### src/rtl/wb_timer_multi.sv
// Multi-channel Wishbone B4 timer: per-channel prescaler, compare/reload counter,
// one-shot or periodic mode, per-channel interrupt vector and a shared W1C status.
module wb_timer_multi #(
  parameter int NUM_CH          = 4,
  parameter int WIDTH           = 32,
  parameter int PRESCALER_WIDTH = 16
) (
  input  logic              i_clk,
  input  logic              i_rst,
  input  logic              i_wb_cyc,
  input  logic              i_wb_stb,
  input  logic              i_wb_we,
  input  logic [3:0]        i_wb_sel,
  input  logic [5:0]        i_wb_adr,
  input  logic [31:0]       i_wb_dat,
  output logic [31:0]       o_wb_dat,
  output logic              o_wb_ack,
  output logic              o_irq,
  output logic [NUM_CH-1:0] o_irq_vec
);
  localparam int         PW         = PRESCALER_WIDTH;
  localparam logic [5:0] STATUS_ADR = 6'h20;

  typedef enum logic [1:0] {
    REG_CTRL    = 2'd0,
    REG_COMPARE = 2'd1,
    REG_COUNTER = 2'd2,
    REG_RSVD    = 2'd3
  } reg_e;

  logic [NUM_CH-1:0] en;
  logic [NUM_CH-1:0] irq_en;
  logic [NUM_CH-1:0] oneshot;
  logic [PW-1:0]     prescaler [NUM_CH];
  logic [PW-1:0]     pcnt      [NUM_CH];
  logic [WIDTH-1:0]  compare   [NUM_CH];
  logic [WIDTH-1:0]  reload    [NUM_CH];
  logic [WIDTH-1:0]  counter   [NUM_CH];
  logic [NUM_CH-1:0] pending;
  logic [NUM_CH-1:0] match;

  logic              commit;
  logic              wr;
  logic              status_hit;
  reg_e              reg_sel;
  logic [NUM_CH-1:0] ch_hit;
  logic [NUM_CH-1:0] restart;
  logic [NUM_CH-1:0] tick;
  logic [NUM_CH-1:0] hit_cmp;
  logic [NUM_CH-1:0] clr_pend;
  logic [NUM_CH-1:0] clr_match;
  logic [31:0]       rdata;

  function automatic logic [31:0] merge_bytes(input logic [31:0] old,
                                              input logic [31:0] dat,
                                              input logic [3:0]  sel);
    logic [31:0] res;
    for (int b = 0; b < 4; b++) res[8*b +: 8] = sel[b] ? dat[8*b +: 8] : old[8*b +: 8];
    return res;
  endfunction

  // The ack flop doubles as the "already committed" flag, forcing a gap cycle.
  assign commit     = i_wb_cyc & i_wb_stb & ~o_wb_ack;
  assign wr         = commit & i_wb_we;
  assign status_hit = (i_wb_adr == STATUS_ADR);
  assign reg_sel    = reg_e'(i_wb_adr[1:0]);

  // NOTE: every signal written in an always_comb gets a default first, so no path leaves it unassigned and no latch is inferred.
  always_comb begin
    ch_hit    = '0;
    restart   = '0;
    tick      = '0;
    hit_cmp   = '0;
    clr_pend  = '0;
    clr_match = '0;
    for (int ch = 0; ch < NUM_CH; ch++) begin
      ch_hit[ch]    = ~i_wb_adr[5] & (i_wb_adr[4:2] == 3'(ch));
      restart[ch]   = wr & ch_hit[ch] & (reg_sel == REG_CTRL) & i_wb_sel[0] & i_wb_dat[3];
      // A restart write swallows that cycle's tick entirely.
      tick[ch]      = en[ch] & (pcnt[ch] >= prescaler[ch]) & ~restart[ch];
      hit_cmp[ch]   = tick[ch] & (counter[ch] == compare[ch]);
      clr_pend[ch]  = wr & status_hit & i_wb_sel[0] & i_wb_dat[ch];
      clr_match[ch] = wr & status_hit & i_wb_sel[1] & i_wb_dat[8+ch];
    end
  end

  always_comb begin
    rdata = '0;
    if (status_hit) begin
      rdata[NUM_CH-1:0]  = pending;
      rdata[8 +: NUM_CH] = match;
    end
    for (int ch = 0; ch < NUM_CH; ch++) begin
      if (ch_hit[ch]) begin
        case (reg_sel)
          REG_CTRL: begin
            rdata[31:16] = 16'(prescaler[ch]);
            rdata[2:0]   = {oneshot[ch], irq_en[ch], en[ch]};
          end
          REG_COMPARE: rdata = 32'(compare[ch]);
          REG_COUNTER: rdata = 32'(counter[ch]);
          default:     rdata = '0;
        endcase
      end
    end
  end

  always_ff @(posedge i_clk) begin
    if (i_rst) begin
      o_wb_ack <= 1'b0;
      o_wb_dat <= '0;
      en       <= '0;
      irq_en   <= '0;
      oneshot  <= '0;
      pending  <= '0;
      match    <= '0;
      // NOTE: the per-channel arrays are plain flops, not RAM, so every entry is reset explicitly.
      for (int ch = 0; ch < NUM_CH; ch++) begin
        prescaler[ch] <= '0;
        pcnt[ch]      <= '0;
        compare[ch]   <= '1;
        reload[ch]    <= '0;
        counter[ch]   <= '0;
      end
    end else begin
      o_wb_ack <= commit;
      o_wb_dat <= commit ? rdata : '0;
      // Set terms are ORed after the clear so a same-cycle match survives W1C.
      pending  <= (pending & ~clr_pend) | (hit_cmp & irq_en);
      match    <= (match & ~clr_match) | hit_cmp;

      for (int ch = 0; ch < NUM_CH; ch++) begin
        if (restart[ch]) begin
          counter[ch] <= reload[ch];
          pcnt[ch]    <= '0;
        end else if (!en[ch]) begin
          pcnt[ch] <= '0;
        end else if (tick[ch]) begin
          pcnt[ch] <= '0;
          if (hit_cmp[ch]) begin
            counter[ch] <= reload[ch];
            if (oneshot[ch]) en[ch] <= 1'b0;
          end else begin
            counter[ch] <= counter[ch] + WIDTH'(1);
          end
        end else begin
          pcnt[ch] <= pcnt[ch] + PW'(1);
        end

        // NOTE: this write follows the one-shot clear above; the later non-blocking assignment to en wins.
        if (wr && ch_hit[ch]) begin
          case (reg_sel)
            REG_CTRL: begin
              if (i_wb_sel[0]) begin
                en[ch]      <= i_wb_dat[0];
                irq_en[ch]  <= i_wb_dat[1];
                oneshot[ch] <= i_wb_dat[2];
              end
              prescaler[ch] <= PW'(merge_bytes({16'(prescaler[ch]), 16'h0}, i_wb_dat, i_wb_sel) >> 16);
            end
            REG_COMPARE: compare[ch] <= WIDTH'(merge_bytes(32'(compare[ch]), i_wb_dat, i_wb_sel));
            REG_COUNTER: reload[ch]  <= WIDTH'(merge_bytes(32'(reload[ch]), i_wb_dat, i_wb_sel));
            default: ;
          endcase
        end
      end
    end
  end

  assign o_irq_vec = pending;
  assign o_irq     = |pending;

endmodule
### config.mk
export PLATFORM = sky130hd
export DESIGN_NAME = wb_timer_multi
export DESIGN_NICKNAME = d
export VERILOG_FILES = /design/src/rtl/wb_timer_multi.sv
export SDC_FILE = /design/constraint.sdc
export NUM_CORES = 1
export LEC_CHECK = 0
export CORE_MARGIN = 5
export CORE_UTILIZATION = 50
export CTS_CLUSTER_DIAMETER = 50
export DETAILED_ROUTE_END_ITERATION = 6
export PLACE_DENSITY = 0.67
export SETUP_SLACK_MARGIN = 0.02
export SLEW_MARGIN = 20
export SYNTH_ARGS = -nofsm -noshare
export SYNTH_HDL_FRONTEND = slang
export SYNTH_SLANG_ARGS = --single-unit
### constraint.sdc
create_clock -name i_clk -period 8.5 [get_ports i_clk]
set_input_delay 0.85 -clock i_clk [delete_from_list [all_inputs] [get_ports i_clk]]
set_output_delay 0.85 -clock i_clk [all_outputs]
set_load 0.05 [all_outputs]
==> impl_metrics.yaml <==
sta:
  slew-limit-headroom: 0.171
  tightest_slew_ns: 1.24
  rsz0062_at_grt: "false"
  finalHoldViolations: 0
  setup_viol_count_final: 0
  fin_worst_skew_ns: 0.0273
  fmax_mhz: 249
  fin_setup_tns_ns: 0
  slew_violations: 0
  min_period_ns: 4.02
  period_share: 0.473
setup_path:
  cp_cell_sequence: "buf_4, buf_4, a21oi_1, nand2b_1, o22ai_1, a2111oi_0, buf_4, nor2_1"
  cp_num_buf_inv: 3
  path_class: "in2reg"
  path_max_fanout: 59
  worst_path_most_repeated_cell: "buf_4"
  cp.arrival_ns: 4.53
  path_depth: 8
  r2r_start: "prescaler[2][0]"
  worstPathRequired_ns: 9.01
  critPathTopFamily: "buffers and inverters"
  max_stage_delay_ns: 0.92
  start_kind: "primary input"
  critPathCapture: "o_wb_dat[11]"
  reg2reg_depth: 9
  startpoint: "i_wb_adr[1]"
  rrSetupSlack_ns: 4.83
  slowest_stage: "buf_4"
  r2r_end: "counter[2][24]"
  end_kind: "flip-flop"
cts:
  clk_latency_ns: 0.64
  htree_levels: 3
  cts.repair.resized: 0
  cts_sinks: 565
  clk_pin_slew_ns: 0.06
  cts_tree: "yes"
  post_cts_buffers: 0
  cts_buffers: 73
  cts_hold_buf: 0
  clock_path_buffers: 3
  cts-root-buf: "clkbuf_16"
detailed_routing:
  dr.pass1.iters: 7
  detail-route-antenna-nets: 0
  drt-total-wl_mm: 103
  routedWlPerCell_um: 26.5
  drt_iter0_drc: 3291
  vias: 23834
  drc: 0
  vias_per_cell: 6.12
final_layout:
  nets: 3152
  multiInputGateArea_um2: 13600
  fill_cells: 5197
  final_core_util: 0.573
  final-seq-area_um2: 16400
  final_cell_area_um2: 35200
  syn2layout_area_growth_pct: 13.8
  drive_above_1_share: 0.0854
synth:
  yosysUniqueCellTypes: 62
  ys_seq_elements: 565
  synth_edf_count: 512
  yosysMostFrequentCell: "edfxtp_1"
  ys_seq_area_frac: 0.531
  synth-async-reset-ratio: 0
  syn_area_per_cell_um2: 10.5
  yosysTopAreaCell: "edfxtp_1"
  yosysWarnings: 0
  syn_inst: 2951
  ys_top_cells_by_area: "edfxtp_1 50%, xnor2_1 4.8%, and2_1 4.0%"
  synth_common_cells: "512 x edfxtp_1, 286 x nor2_1, 270 x nand2_1"
  synth-main-ff-cell: "edfxtp_1"
  synth_top_area_share: 0.497
  netlist_area_um2: 31000
floorplan:
  ioPinCount: 85
  die_h_um: 259
  start_util: 0.504
  dieWidth_um: 259
  placeableCoreArea_um2: 61500
  dieArea_um2: 67000
  num_rows: 91
global_route:
  grt_pass1_wl_mm: 150
  antenna_found_initial: 18
  grt_pass1_vias: 22680
  grt_max_degree: 84
  grt_overflow: 0
  grt_usage: 0.301
power:
  ir_drop_v: 0.000184
  clkPwrFrac: 0.457
  net-switching-power_mw: 1.77
  p_per_area_nw_per_um2: 192
  comb_power_share: 0.072
  pwr-share-seq: 0.471
  switching_share: 0.262
  leakagePower_nw: 12.1
  intPower_mw: 4.99
placement:
  placed_area_um2: 32700
  dp_hpwl_mm: 72.4
  place_congestion: 0.983
  port_buffers: 84
worst_hold_path:
  hp-class: "reg2reg"
job:
  drv_cap: 0
status:
  status: "completed"
metal layers:
metal,GRT usage,share of wire
met1,0.408,0.39
met2,0.462,0.45
met3,0.0763,0.11
met4,0.133,0.048
met5,0,0.00013
kinds of logic (layout without fill, tap and decap cells):
logic type,after synthesis,count (layout),synth area share
simple gates,1167,1167,0.188
flops,565,565,0.531
compound gates,440,440,0.100
buf+inv,325,402,0.0405
xor+xnor,301,301,0.0851
mux,80,80,0.0259
fa+ha+maj,72,72,0.0291
other cells,1,79,0.000121
worst min path at each step:
stage,end,cells after the start,start,slack (ns)
floorplan,match[1],2,match[1],0.43
global route,oneshot[0],2,oneshot[0],0.50
finish,match[1],2,match[1],0.46
global placement,match[1],2,match[1],0.45
CTS,match[1],2,match[1],0.47
detailed placement,match[1],2,match[1],0.46
stage by stage:
step / setup slack, ns / hold slack (ns) / std cells / total power, mW
2_1_floorplan: 4.06 / 0.432 / 3014 / 3.47
3_3_place_gp: 3.85 / 0.448 / 3747 / 3.70
3_5_place_dp: 3.76 / 0.456 / 3748 / 3.71
4_1_cts: 4.40 / 0.465 / 3881 / 6.77
5_1_grt: 4.48 / 0.500 / 3883 / 6.94
6_report: 4.48 / 0.464 / 3896 / 6.77
final cells by class:
type,count,area share
clock inverter,46,0.0141
clock buffer,87,0.0548
inverter,131,0.0140
multi-input combinational,2124,0.387
tap,790,0.0281
timing repair buffer,138,0.0349
antenna,15,0.00107
sequential,565,0.466
cells in the final DEF, fill, tap and decap left out, types with 80 or more instances in the layout:
cell and n:
a21oi_1 103, and2_1 197, edfxtp_1 512, inv_1 130, mux2i_1 80, nand2_1 270
nand2b_1 107, nand3_1 88, nor2_1 286, o22ai_1 80, xnor2_1 170, xor2_1 131
flip-flops by register name, summed over array words and instances (netlist names):
register and count:
en 4, oneshot 4, o_wb_ack 1, compare 128
prescaler 64, counter 128, reload 128, pcnt 64
irq_en 4, o_wb_dat 32, o_irq_vec 4, match 4
power groups by stage:
stage / clock, mW / combinational (mW) / sequential (mW)
finish: 3.09 / 0.486 / 3.19
global route: 3.24 / 0.509 / 3.19
CTS: 3.11 / 0.472 / 3.19
detailed placement: 0 / 0.469 / 3.24
global placement: 0 / 0.462 / 3.24
floorplan: 0 / 0.267 / 3.21
tightest hold or removal path: cells and delay by family (launching register included):
family,cells,cell delay [ns]
flops,1,0.30
compound gates,1,0.06
simple gates,1,0.05
Note: power is estimated with default switching activity, not from simulation.
